[src/rtl/inst_enc_pkg.sv]
`default_nettype none
// ============================================================================
// Module  : inst_enc_pkg
// Purpose : Shared request-op enum, FSM states, RV32I opcode/funct constants
//           and field-packing helpers for the instruction encoder.
// Revision: 1.0 - initial release
// ============================================================================
package inst_enc_pkg;

  // Symbolic request operations; codes above OP_LI are illegal.
  typedef enum logic [4:0] {
    OP_ADD  = 5'd0,  OP_SUB  = 5'd1,  OP_SLL  = 5'd2,  OP_XOR  = 5'd3,
    OP_SRL  = 5'd4,  OP_SRA  = 5'd5,  OP_OR   = 5'd6,  OP_AND  = 5'd7,
    OP_ADDI = 5'd8,  OP_XORI = 5'd9,  OP_ORI  = 5'd10, OP_ANDI = 5'd11,
    OP_SLLI = 5'd12, OP_SRLI = 5'd13, OP_SRAI = 5'd14,
    OP_LW   = 5'd15, OP_JALR = 5'd16, OP_SW   = 5'd17,
    OP_BEQ  = 5'd18, OP_BNE  = 5'd19, OP_BLT  = 5'd20, OP_BGE  = 5'd21,
    OP_LUI  = 5'd22, OP_JAL  = 5'd23, OP_LI   = 5'd24
  } req_op_e;

  typedef enum logic [0:0] {
    S_IDLE  = 1'b0,
    S_LI_LO = 1'b1
  } enc_state_e;

  // Major opcodes as the control decoder expects them
  localparam logic [6:0] OPC_R_TYPE = 7'b0110011;
  localparam logic [6:0] OPC_I_TYPE = 7'b0010011;
  localparam logic [6:0] OPC_LW     = 7'b0000011;
  localparam logic [6:0] OPC_JALR   = 7'b1100111;
  localparam logic [6:0] OPC_SW     = 7'b0100011;
  localparam logic [6:0] OPC_B_TYPE = 7'b1100011;
  localparam logic [6:0] OPC_LUI    = 7'b0110111;
  localparam logic [6:0] OPC_JAL    = 7'b1101111;

  localparam logic [2:0] F3_ADD_SUB = 3'b000;
  localparam logic [2:0] F3_SLL     = 3'b001;
  localparam logic [2:0] F3_XOR     = 3'b100;
  localparam logic [2:0] F3_SRL_SRA = 3'b101;
  localparam logic [2:0] F3_OR      = 3'b110;
  localparam logic [2:0] F3_AND     = 3'b111;
  localparam logic [2:0] F3_WORD    = 3'b010;
  localparam logic [2:0] F3_BEQ     = 3'b000;
  localparam logic [2:0] F3_BNE     = 3'b001;
  localparam logic [2:0] F3_BLT     = 3'b100;
  localparam logic [2:0] F3_BGE     = 3'b101;

  localparam logic [6:0] F7_BASE = 7'b0000000;
  localparam logic [6:0] F7_ALT  = 7'b0100000;

  function automatic logic [31:0] enc_r(input logic [6:0] f7, input logic [4:0] rs2,
                                        input logic [4:0] rs1, input logic [2:0] f3,
                                        input logic [4:0] rd, input logic [6:0] opc);
    return {f7, rs2, rs1, f3, rd, opc};
  endfunction

  function automatic logic [31:0] enc_i(input logic [11:0] imm, input logic [4:0] rs1,
                                        input logic [2:0] f3, input logic [4:0] rd,
                                        input logic [6:0] opc);
    return {imm, rs1, f3, rd, opc};
  endfunction

  function automatic logic [31:0] enc_s(input logic [11:0] imm, input logic [4:0] rs2,
                                        input logic [4:0] rs1);
    return {imm[11:5], rs2, rs1, F3_WORD, imm[4:0], OPC_SW};
  endfunction

  // Branch offset bit 0 is implicitly zero, so only [12:1] is carried
  function automatic logic [31:0] enc_b(input logic [12:1] imm, input logic [4:0] rs2,
                                        input logic [4:0] rs1, input logic [2:0] f3);
    return {imm[12], imm[10:5], rs2, rs1, f3, imm[4:1], imm[11], OPC_B_TYPE};
  endfunction

  function automatic logic [31:0] enc_u(input logic [19:0] imm, input logic [4:0] rd);
    return {imm, rd, OPC_LUI};
  endfunction

  function automatic logic [31:0] enc_j(input logic [20:1] imm, input logic [4:0] rd);
    return {imm[20], imm[10:1], imm[11], imm[19:12], rd, OPC_JAL};
  endfunction

endpackage
`default_nettype wire

[src/rtl/inst_encoder_pack.sv]
`default_nettype none
// ============================================================================
// Module  : inst_pack
// Purpose : Combinational packer: symbolic op/regs/imm to one RV32I word,
//           a legal flag, and a flag telling that an LI needs a second word.
// Revision: 1.0 - initial release
// ============================================================================
module inst_pack
  import inst_enc_pkg::*;
(
  input  logic [4:0]  op,
  input  logic [4:0]  rd,
  input  logic [4:0]  rs1,
  input  logic [4:0]  rs2,
  input  logic [31:0] imm,
  output logic [31:0] word,
  output logic        legal,
  output logic        li_two
);

  logic [19:0] li_hi;

  // Upper part of LI rounds up when the low 12 bits will sign-extend negative
  always_comb begin
    li_hi = imm[31:12] + {19'd0, imm[11]};
  end

  // Select the encoding for the requested op
  always_comb begin
    word   = 32'h0;
    legal  = 1'b1;
    li_two = 1'b0;
    case (op)
      OP_ADD:  word = enc_r(F7_BASE, rs2, rs1, F3_ADD_SUB, rd, OPC_R_TYPE);
      OP_SUB:  word = enc_r(F7_ALT,  rs2, rs1, F3_ADD_SUB, rd, OPC_R_TYPE);
      OP_SLL:  word = enc_r(F7_BASE, rs2, rs1, F3_SLL,     rd, OPC_R_TYPE);
      OP_XOR:  word = enc_r(F7_BASE, rs2, rs1, F3_XOR,     rd, OPC_R_TYPE);
      OP_SRL:  word = enc_r(F7_BASE, rs2, rs1, F3_SRL_SRA, rd, OPC_R_TYPE);
      OP_SRA:  word = enc_r(F7_ALT,  rs2, rs1, F3_SRL_SRA, rd, OPC_R_TYPE);
      OP_OR:   word = enc_r(F7_BASE, rs2, rs1, F3_OR,      rd, OPC_R_TYPE);
      OP_AND:  word = enc_r(F7_BASE, rs2, rs1, F3_AND,     rd, OPC_R_TYPE);
      OP_ADDI: word = enc_i(imm[11:0], rs1, F3_ADD_SUB, rd, OPC_I_TYPE);
      OP_XORI: word = enc_i(imm[11:0], rs1, F3_XOR,     rd, OPC_I_TYPE);
      OP_ORI:  word = enc_i(imm[11:0], rs1, F3_OR,      rd, OPC_I_TYPE);
      OP_ANDI: word = enc_i(imm[11:0], rs1, F3_AND,     rd, OPC_I_TYPE);
      OP_SLLI: word = enc_r(F7_BASE, imm[4:0], rs1, F3_SLL,     rd, OPC_I_TYPE);
      OP_SRLI: word = enc_r(F7_BASE, imm[4:0], rs1, F3_SRL_SRA, rd, OPC_I_TYPE);
      OP_SRAI: word = enc_r(F7_ALT,  imm[4:0], rs1, F3_SRL_SRA, rd, OPC_I_TYPE);
      OP_LW:   word = enc_i(imm[11:0], rs1, F3_WORD,    rd, OPC_LW);
      OP_JALR: word = enc_i(imm[11:0], rs1, F3_ADD_SUB, rd, OPC_JALR);
      OP_SW:   word = enc_s(imm[11:0], rs2, rs1);
      OP_BEQ:  word = enc_b(imm[12:1], rs2, rs1, F3_BEQ);
      OP_BNE:  word = enc_b(imm[12:1], rs2, rs1, F3_BNE);
      OP_BLT:  word = enc_b(imm[12:1], rs2, rs1, F3_BLT);
      OP_BGE:  word = enc_b(imm[12:1], rs2, rs1, F3_BGE);
      OP_LUI:  word = enc_u(imm[31:12], rd);
      OP_JAL:  word = enc_j(imm[20:1], rd);
      OP_LI: begin
        // Small values fit one ADDI; otherwise LUI first, ADDI only if low bits remain
        if (li_hi == 20'd0) begin
          word = enc_i(imm[11:0], 5'd0, F3_ADD_SUB, rd, OPC_I_TYPE);
        end else begin
          word   = enc_u(li_hi, rd);
          li_two = (imm[11:0] != 12'd0);
        end
      end
      default: legal = 1'b0;
    endcase
  end

endmodule
`default_nettype wire

[src/rtl/inst_encoder.sv]
`default_nettype none
// ============================================================================
// Module  : inst_encoder
// Purpose : Accepts symbolic RV32I requests, streams encoded words into the
//           IMEM write port at an auto-incrementing, loadable address.
// Revision: 1.0 - initial release
// ============================================================================
module inst_encoder
  import inst_enc_pkg::*;
#(
  parameter int ADDR_W = 14,
  parameter int CNT_W  = 16
) (
  input  logic              clk,
  input  logic              rst_n,
  input  logic              req_valid,
  output logic              req_ready,
  input  logic [4:0]        req_op,
  input  logic [4:0]        req_rd,
  input  logic [4:0]        req_rs1,
  input  logic [4:0]        req_rs2,
  input  logic [31:0]       req_imm,
  input  logic              addr_load,
  input  logic [ADDR_W-1:0] addr_val,
  output logic              imem_we,
  output logic [ADDR_W-1:0] imem_addr,
  output logic [31:0]       imem_wdata,
  output logic              err,
  output logic [CNT_W-1:0]  word_cnt,
  output logic [CNT_W-1:0]  ill_cnt
);

  enc_state_e        state_q, state_d;
  logic              ready_q, ready_d;
  logic              we_q, we_d;
  logic [ADDR_W-1:0] addr_q, addr_d;
  logic [31:0]       wdata_q, wdata_d;
  logic [ADDR_W-1:0] ptr_q, ptr_d;
  logic              err_q, err_d;
  logic [CNT_W-1:0]  word_cnt_q, word_cnt_d;
  logic [CNT_W-1:0]  ill_cnt_q, ill_cnt_d;
  logic [4:0]        li_rd_q, li_rd_d;
  logic [31:0]       li_imm_q, li_imm_d;

  logic              accept;
  logic [ADDR_W-1:0] ptr_base;
  logic [4:0]        pk_op, pk_rd, pk_rs1, pk_rs2;
  logic [31:0]       pk_imm, pk_word;
  logic              pk_legal, pk_li_two;

  // While finishing an LI the packer is reused to build ADDI rd,rd,lo
  always_comb begin
    pk_op  = req_op;
    pk_rd  = req_rd;
    pk_rs1 = req_rs1;
    pk_rs2 = req_rs2;
    pk_imm = req_imm;
    if (state_q == S_LI_LO) begin
      pk_op  = OP_ADDI;
      pk_rd  = li_rd_q;
      pk_rs1 = li_rd_q;
      pk_rs2 = 5'd0;
      pk_imm = li_imm_q;
    end
  end

  inst_pack u_pack (
    .op     (pk_op),
    .rd     (pk_rd),
    .rs1    (pk_rs1),
    .rs2    (pk_rs2),
    .imm    (pk_imm),
    .word   (pk_word),
    .legal  (pk_legal),
    .li_two (pk_li_two)
  );

  // Next-state, write, pointer and counter logic
  always_comb begin
    accept     = req_valid & ready_q;
    ptr_base   = addr_load ? addr_val : ptr_q;
    state_d    = state_q;
    we_d       = 1'b0;
    addr_d     = addr_q;
    wdata_d    = wdata_q;
    ptr_d      = ptr_base;
    err_d      = err_q;
    word_cnt_d = word_cnt_q;
    ill_cnt_d  = ill_cnt_q;
    li_rd_d    = li_rd_q;
    li_imm_d   = li_imm_q;
    case (state_q)
      S_IDLE: begin
        if (accept) begin
          if (!pk_legal) begin
            err_d = 1'b1;
            if (ill_cnt_q != {CNT_W{1'b1}}) ill_cnt_d = ill_cnt_q + CNT_W'(1);
          end else begin
            we_d    = 1'b1;
            wdata_d = pk_word;
            if (pk_li_two) begin
              state_d  = S_LI_LO;
              li_rd_d  = req_rd;
              li_imm_d = req_imm;
            end
          end
        end
      end
      S_LI_LO: begin
        we_d    = 1'b1;
        wdata_d = pk_word;
        state_d = S_IDLE;
      end
      default: state_d = S_IDLE;
    endcase
    if (we_d) begin
      addr_d = ptr_base;
      ptr_d  = ptr_base + ADDR_W'(1);
      if (word_cnt_q != {CNT_W{1'b1}}) word_cnt_d = word_cnt_q + CNT_W'(1);
    end
    ready_d = (state_d == S_IDLE);
  end

  // All state and outputs registered; reset drops any pending ADDI
  always_ff @(posedge clk or negedge rst_n) begin
    if (!rst_n) begin
      state_q    <= S_IDLE;
      ready_q    <= 1'b1;
      we_q       <= 1'b0;
      addr_q     <= '0;
      wdata_q    <= 32'h0;
      ptr_q      <= '0;
      err_q      <= 1'b0;
      word_cnt_q <= '0;
      ill_cnt_q  <= '0;
      li_rd_q    <= 5'd0;
      li_imm_q   <= 32'h0;
    end else begin
      state_q    <= state_d;
      ready_q    <= ready_d;
      we_q       <= we_d;
      addr_q     <= addr_d;
      wdata_q    <= wdata_d;
      ptr_q      <= ptr_d;
      err_q      <= err_d;
      word_cnt_q <= word_cnt_d;
      ill_cnt_q  <= ill_cnt_d;
      li_rd_q    <= li_rd_d;
      li_imm_q   <= li_imm_d;
    end
  end

  assign req_ready  = ready_q;
  assign imem_we    = we_q;
  assign imem_addr  = addr_q;
  assign imem_wdata = wdata_q;
  assign err        = err_q;
  assign word_cnt   = word_cnt_q;
  assign ill_cnt    = ill_cnt_q;

endmodule
`default_nettype wire
[config.mk]
export PLATFORM = sky130hd
export DESIGN_NAME = inst_encoder
export DESIGN_NICKNAME = d
export VERILOG_FILES = /design/src/rtl/inst_enc_pkg.sv /design/src/rtl/inst_encoder_pack.sv /design/src/rtl/inst_encoder.sv
export SDC_FILE = /design/constraint.sdc
export NUM_CORES = 1
export LEC_CHECK = 0
export CAP_MARGIN = 25
export CELL_PAD_IN_SITES_DETAIL_PLACEMENT = 1
export CELL_PAD_IN_SITES_GLOBAL_PLACEMENT = 1
export CORE_MARGIN = 2
export CORE_UTILIZATION = 25
export DETAILED_ROUTE_END_ITERATION = 7
export PLACE_DENSITY = 0.55
export SYNTH_ARGS = -nofsm -noshare
export SYNTH_HDL_FRONTEND = slang
export SYNTH_SLANG_ARGS = --single-unit
[constraint.sdc]
create_clock -name clk -period 10.6 [get_ports clk]
set_input_delay 1.59 -clock clk [delete_from_list [all_inputs] [get_ports clk]]
set_output_delay 1.59 -clock clk [all_outputs]
set_load 0.01 [all_outputs]
==> out/qor.tcl, run 1 <==
set qor(status) {complete, no violations}
set qor(finClkSkew_ps) 12.9
set qor(number_of_sinks_driven_by_the_clock_tree) 132
set qor(count_of_standard_cell_rows) 63
set qor(power.total_uw) 1600
set qor(power_frac_clock_pct) 38.8
set qor(timing.final.setup_violations) 0
set qor(core_region_area_sq_mm) 0.0294
set qor(cp-start-kind) {primary input}
set qor(synth_flop_cell) {dfrtp_1}
set qor(grt_max_degree) 81
set qor(io_buffers) 150
set qor(global_route.overflow_total) 0
set qor(type_of_the_worst_setup_path) {primary input to flop}
set qor(number_of_vias_per_cell_after_detailed_routing) 4.87
set qor(timing.fmax_mhz) 193
set qor(place.gp.congestion) 0.846
set qor(clock_tree.buffer_depth) 2
set qor(dr_total_vias) 6325
set qor(detailedRoute.firstIterationViolations) 428
set qor(final-max-slew-violation-count) 0
set qor(worstHoldStart) {err$_DFFE_PN0P_}
set qor(synth.net_count) 835
set qor(die_y_extent_microns) 176
set qor(gr-usage-all-layers_pct) 16.1
set qor(timing.critical_path.from) {req_imm[11]}
set qor(synthToLayoutAreaGrowth_pct) 33.4
set qor(initial_antenna_violation_count) 1
set qor(end_kind) {flop}
set qor(share_seq_of_total_power_pct) 40.2
set qor(final_worst_path_period_share_pct) 49.0
set qor(cp.required_ps) 10900
set qor(final_hold_slack_ps) 468
set qor(synth.yosys.warnings) 0
set qor(critical_path.max_fanout) 20
set qor(crit_arrival_ps) 5500
set qor(die_extent_in_x_microns) 176
set qor(max_slew.worst_pin.slew_ps) 901
set qor(fin_util_pct) 33.6
set qor(period_minus_slack_ps) 5190
set qor(power.switching_fraction_pct) 30.3
set qor(yosysSeqAreaShare_pct) 44.6
set qor(postSynthCellCount) 760
set qor(netlist.top_cell.by_area) {dfrtp_1}
set qor(async_reset_ff_share_pct) 100
set qor(r2r_start) {state_q$_DFF_PN0_}
set qor(layout-drive-gt1-share_pct) 10.2
set qor(hpwl_after_detailed_placement_microns) 17700
set qor(number_of_hold_buffers_added_after_cts) 0
set qor(grt_pass1_vias) 6612
set qor(max-cap-violations) 0
set qor(firstDrtPassIters) 6
set qor(clkSlewWorstSetupHoldPaths_ps) 70
set qor(postRouteAntennaNets) 0
set qor(fin_tns_setup_ps) 0
set qor(worst_skew_pair.late_latency_ps) 430
set qor(pwr-share-comb_pct) 21.0
set qor(drt-total-wl_microns) 24300
set qor(tritoncts.num_buffers) 17
set qor(initial_utilization_pct) 25.2
set qor(post_synth_num_cell_types) 60
set qor(ys_top_cells_by_area) {dfrtp_1, mux2_2, mux2i_1}
set qor(htree_levels) 4
set qor(synth-seq-cells) 132
set qor(ctsResizeCount) 0
set qor(synth_edf_count) 0
set qor(peakVddDrop_uv) 99.6
set qor(p_leak_uw) 0.00389
set qor(cts_tree) {yes}
set qor(grt_setup_unrepaired) {no}
set qor(layout.area.seq_sq_mm) 0.00331
set qor(dieArea_sq_mm) 0.0311
set qor(netlist_area_before_placement_sq_mm) 0.00742
set qor(holdCritPathClass) {flop to flop}
set qor(count_of_unresolved_drc_violations_after_routing) 0
set qor(routedWlPerCell_microns) 18.7
set qor(global_route_wire_length_before_repair_microns) 38500
set qor(max-slew-margin-rel_pct) 39.7
set qor(finalHoldViolCount) 0
set qor(finish.net_count) 970
set qor(synth_largest_type_area_fraction_pct) 44.2
set qor(root_buffer) {clkbuf_16}
set qor(num_io_pins) 151
set qor(power.switching_uw) 484
set qor(area_of_the_multi_input_gates_sq_mm) 0.00385
set qor(p_int_uw) 1110
set qor(fillerInstances) 3340
set qor(cts.repair_timing.setup_buffer_count) 0
set qor(power_density_cells_mw_per_mm2) 161
set qor(syn-mean-instance-area_sq_um) 9.76
metal layers:
metal / up-vias / wire length (microns) / track usage [%] / share of wire (%)
met2: 112 / 11500 / 26.0 / 47
li1: 3000 / - / - / -
met1: 3193 / 11600 / 22.3 / 48
met4: 0 / 308 / 4.41 / 1.3
met5: - / 0 / 0 / 0
met3: 20 / 913 / 2.82 / 3.8
cell usage in the layout, fill, tap and decap left out, types with 6 or more instances in the layout:
cell / n
a21oi_1: 53
a31oi_1: 16
and2_1: 9
and3_1: 10
buf_4: 6
clkbuf_16: 17
clkdlybuf4s50_1: 149
dfrtp_1: 130
inv_1: 12
inv_6: 7
mux2_1: 10
mux2_2: 41
mux2i_1: 42
nand2_1: 63
nand3_1: 31
nand4_1: 13
nand4b_1: 7
nor2_1: 84
nor2b_1: 8
nor3_1: 9
o21a_1: 6
o21ai_0: 23
o221ai_1: 6
o22ai_1: 9
o31ai_1: 7
xnor2_1: 40
xor2_1: 20
logic make-up after synthesis:
family                   synth area share, %
XOR/XNOR                                7.09
flip-flops                              44.6
AO/OA/AOI/OAI                           13.1
multiplexers                            13.6
adder cells (fa/ha/maj)                0.843
buffers and inverters                   3.58
AND/OR/NAND/NOR                         17.2
Yosys cell counts, drive strengths merged (2+ instances only):
| cell type | number |
|---|---|
| a21oi | 53 |
| a22oi | 4 |
| clkbuf | 23 |
| nor3 | 9 |
| nand4 | 13 |
| buf | 19 |
| xor2 | 20 |
| dfrtp | 131 |
| ha | 5 |
| o21ai | 23 |
| o211ai | 2 |
| o21a | 6 |
| nand4b | 7 |
| a211oi | 5 |
| nor2b | 8 |
| or3 | 5 |
| and4 | 5 |
| o22ai | 9 |
| a31oi | 16 |
| xnor2 | 40 |
| or4b | 2 |
| nand2b | 4 |
| o221ai | 6 |
| nor2 | 85 |
| and3 | 10 |
| nor4 | 3 |
| inv | 13 |
| o31ai | 7 |
| or2 | 2 |
| nand2 | 63 |
| a32o | 2 |
| and2 | 9 |
| nand3b | 3 |
| nand3 | 32 |
| mux2 | 51 |
| a221oi | 4 |
| o2111ai | 2 |
| o32a | 2 |
| o21bai | 4 |
| mux2i | 43 |
power groups by stage:
stage / Clock [uW] / Sequential [uW] / Combinational (uW)
floorplan: 0 / 658 / 144
global placement: 0 / 652 / 335
detailed placement: 0 / 654 / 340
CTS: 638 / 645 / 342
global route: 657 / 655 / 371
finish: 619 / 642 / 335
registers in the layout, indices dropped and copies added, names as in the netlist, 5 cells and up:
name and cells:
imem_addr 14, ptr_q 14, ill_cnt 16, li_imm_q 32, imem_wdata 31, li_rd_q 5, word_cnt 16
final timing paths:
check | endpoint | slack (ps) | cells after the start
min | err$_DFFE_PN0P_ | 470 | 1
max reg2reg | li_imm_q[0]$_DFFE_PN0P_ | 5560 | 12
max in group asynchronous | state_q$_DFF_PN0_ | 8090 | 2
min in group asynchronous | li_imm_q[27]$_DFFE_PN0P_ | 1220 | 1
max | li_imm_q[0]$_DFFE_PN0P_ | 5410 | 12
min reg2reg | err$_DFFE_PN0P_ | 470 | 1
stage by stage:
| step | area [sq um] | instances | worst slack [ps] |
|---|---|---|---|
| after floorplan | 7420 | 760 | 5990 |
| after global placement | 9240 | 1264 | 4520 |
| after detailed placement | 9300 | 1266 | 4980 |
| after CTS | 9890 | 1298 | 5420 |
| after global routing | 9890 | 1298 | 5150 |
| final | 9890 | 1299 | 5410 |
cell type report:
type / count / area share [%]
multi-input combinational: 573 / 38.9
tap: 390 / 4.93
clock inverter: 14 / 1.66
inverter: 13 / 0.493
sequential: 132 / 33.4
antenna: 1 / 0.0253
clock buffer: 18 / 4.34
timing repair buffer: 158 / 16.2
worst max-delay path, cell delays in order:
cell             delay [ps]
clkdlybuf4s50_1         470
mux2_2                  260
ha_1                    240
nand4b_1                130
a21oi_1                 660
nand3_1                 180
xor2_1                  220
or4b_1                  550
or3_4                   440
nand3_2                 200
buf_16                  200
mux2_2                  350
Note: power is estimated with default switching activity, not from simulation.
==> run 2, diff against run 1 <==
- PLACE_DENSITY: 0.55 -> 0.57
- clock period: 10.6 -> 4.5 ns (I/O delays scaled with it)
==> out/qor.tcl, run 2 (same netlist as run 1, synthesis figures left out) <==
set qor(power_frac_clock_pct) 38.5 ;# -0.3 points
set qor(most_common_cell_after_layout_fill_and_taps_aside) {clkdlybuf4s50_1}
set qor(p_int_uw) 2630 ;# +140%
set qor(max-slew-margin-rel_pct) 38.9 ;# -0.85 points
set qor(die_extent_in_x_microns) 176 ;# unchanged
set qor(place_worst_setup_slack_ps) 152 ;# -4830 ps
set qor(global_route_wire_length_before_repair_microns) 39000 ;# +1.2%
set qor(global_route.overflow_total) 0 ;# unchanged
set qor(p_leak_uw) 0.00397 ;# +2.0%
set qor(detailedRoute.firstIterationViolations) 421 ;# -1.6%
set qor(timing.final.setup_violations) 0 ;# unchanged
set qor(cts.repair_timing.setup_buffer_count) 0 ;# unchanged
set qor(fin_util_pct) 34.0 ;# +0.36 points
set qor(status) {complete, no violations}
set qor(clock_tree.buffer_depth) 2 ;# unchanged
set qor(final_worst_path_period_share_pct) 88.5
set qor(root_buffer) {clkbuf_16}
set qor(fin_tns_setup_ps) 0 ;# unchanged
set qor(power.switching_uw) 1140 ;# +130%
set qor(pwr-share-comb_pct) 21.3 ;# +0.3 points
set qor(ctsResizeCount) 0 ;# unchanged
set qor(cp.required_ps) 4810 ;# -6090 ps
set qor(gr-usage-met3_pct) 2.82 ;# unchanged
set qor(count_of_standard_cell_rows) 63 ;# unchanged
set qor(finalHoldViolCount) 0 ;# unchanged
set qor(finClkSkew_ps) 8.83 ;# -4.10 ps
set qor(power_density_cells_mw_per_mm2) 377 ;# +130%
set qor(place.gp.congestion) 0.882 ;# +4.3%
set qor(number_of_flip_flops_in_the_largest_register) 32 ;# unchanged
set qor(routedWlPerCell_microns) 18.8 ;# +0.27%
set qor(power.total_uw) 3770 ;# +140%
set qor(share_seq_of_total_power_pct) 40.2 ;# about the same
set qor(globalRoute.busiestLayer) {met2}
set qor(htree_levels) 4 ;# unchanged
set qor(layout.area.seq_sq_mm) 0.00331 ;# unchanged
set qor(end_kind) {flop}
set qor(area_of_the_multi_input_gates_sq_mm) 0.00385 ;# unchanged
set qor(grt_max_degree) 73 ;# -9.9%
set qor(tritoncts.num_buffers) 17 ;# unchanged
set qor(crit_arrival_ps) 4290 ;# -1210 ps
set qor(core_region_area_sq_mm) 0.0294 ;# unchanged
set qor(dr_total_vias) 6326 ;# +0.016%
set qor(timing.final.ws_setup_ps) 516 ;# -4890 ps
set qor(number_of_hold_buffers_added_after_cts) 0 ;# unchanged
set qor(dieArea_sq_mm) 0.0311 ;# unchanged
set qor(die_y_extent_microns) 176 ;# unchanged
set qor(peakVddDrop_uv) 233 ;# +130%
set qor(layout-drive-gt1-share_pct) 11.8 ;# +1.6 points
set qor(number_of_sinks_driven_by_the_clock_tree) 132 ;# unchanged
set qor(initial_antenna_violation_count) 0 ;# -1
set qor(final-max-slew-violation-count) 0 ;# unchanged
set qor(critical_path.max_fanout) 39 ;# +95%
set qor(clkSlewWorstSetupHoldPaths_ps) 60 ;# about the same
set qor(io_buffers) 150 ;# unchanged
set qor(grt_setup_unrepaired) {no}
set qor(gr-usage-all-layers_pct) 16.4 ;# +0.22 points
set qor(hpwl_after_detailed_placement_microns) 18200 ;# +2.8%
set qor(power.switching_fraction_pct) 30.2 ;# -0.14 points
set qor(worst_skew_pair.late_latency_ps) 420 ;# about the same
set qor(num_antenna_cells) 0 ;# -1
set qor(synthToLayoutAreaGrowth_pct) 34.8
set qor(holdCritPathClass) {primary input to async pin}
set qor(fillerInstances) 3341 ;# +0.030%
set qor(count_of_unresolved_drc_violations_after_routing) 0 ;# unchanged
set qor(finish.net_count) 986 ;# +1.6%
set qor(period_minus_slack_ps) 3980
set qor(firstDrtPassIters) 4 ;# -2
set qor(commonest_cells_after_routing_fill_and_taps_aside) {clkdlybuf4s50_1, dfrtp_1, nor2_1}
set qor(grt_use_met2_pct) 25.4 ;# -0.62 points
set qor(initial_utilization_pct) 25.2 ;# unchanged
set qor(number_of_vias_per_cell_after_detailed_routing) 4.81 ;# -1.1%
set qor(max_slew.worst_pin.slew_ps) 909 ;# +7.36 ps
set qor(cts_tree) {yes}
set qor(postRouteAntennaNets) 0 ;# unchanged
set qor(largest_register) {li_imm_q}
set qor(type_of_the_worst_setup_path) {primary input to flop}
set qor(timing.fmax_mhz) 251
set qor(drt-total-wl_microns) 24700 ;# +1.4%
set qor(max-cap-violations) 0 ;# unchanged
set qor(grt_pass1_vias) 6672 ;# +0.91%
set qor(cp-start-kind) {primary input}
set qor(grtUsageMet1_pct) 22.8 ;# +0.56 points
set qor(num_io_pins) 151 ;# unchanged
run 2: changes by cell type in the layout (fill, tap and decap cells not counted), sizes merged:
cell,before,now
buf,9,25
clkinv,1,2
clkinvlp,3,2
diode,1,0
run 2: through the flow:
stage / hold slack [ps] / std cells / area, sq um
6_report: 241 / 1314 / 10000
4_1_cts: 286 / 1314 / 10000
2_1_floorplan: 379 / 760 / 7420
3_3_place_gp: 452 / 1282 / 9400
3_5_place_dp: 456 / 1282 / 9400
5_1_grt: 304 / 1314 / 10000
run 2: layer usage:
| layer | share of wire, % | vias to the layer above |
|---|---|---|
| met1 | 48 | 3113 |
| li1 | - | 3042 |
| met2 | 45 | 138 |
| met3 | 4.0 | 33 |
| met4 | 2.2 | 0 |
| met5 | 0 | - |
run 2: final timing paths:
kind                       slack [ps]               from                       end  cells after the start
max                               520        req_imm[12]  li_imm_q[14]$_DFFE_PN0P_                     14
min                               240              rst_n  li_imm_q[27]$_DFFE_PN0P_                      1
max reg2reg                       530  state_q$_DFF_PN0_  li_imm_q[14]$_DFFE_PN0P_                     13
min reg2reg                       470    err$_DFFE_PN0P_           err$_DFFE_PN0P_                      1
max in group asynchronous        3340              rst_n  imem_addr[4]$_DFFE_PN0N_                      2
min in group clk                  470    err$_DFFE_PN0P_           err$_DFFE_PN0P_                      1
run 2: power by group through the flow:
stage	sequential, uW	combinational, uW	clock [uW]
5_1_grt	1540	887	1560
6_report	1510	803	1450
2_1_floorplan	1550	339	0
3_5_place_dp	1530	814	0
4_1_cts	1510	818	1510
3_3_place_gp	1530	802	0
run 2: worst max-delay path, stage by stage:
cell and delay (ps):
clkdlybuf4s50_1 480, mux2i_1 120, inv_1 130, ha_1 200
ha_1 260, nand4_1 210, nand2_1 200, and2_1 230
a31oi_1 120, or4b_1 560, or3_4 350, nand3_2 100
buf_12 240, mux2_2 360
run 2: final cells by class:
cell class,instances,area share [%]
multi-input cells,573,38.5
well taps,390,4.88
clock inverters,14,1.66
repair buffers,174,17.1
flip-flops and latches,132,33.1
inverters,13,0.488
clock buffers,18,4.29
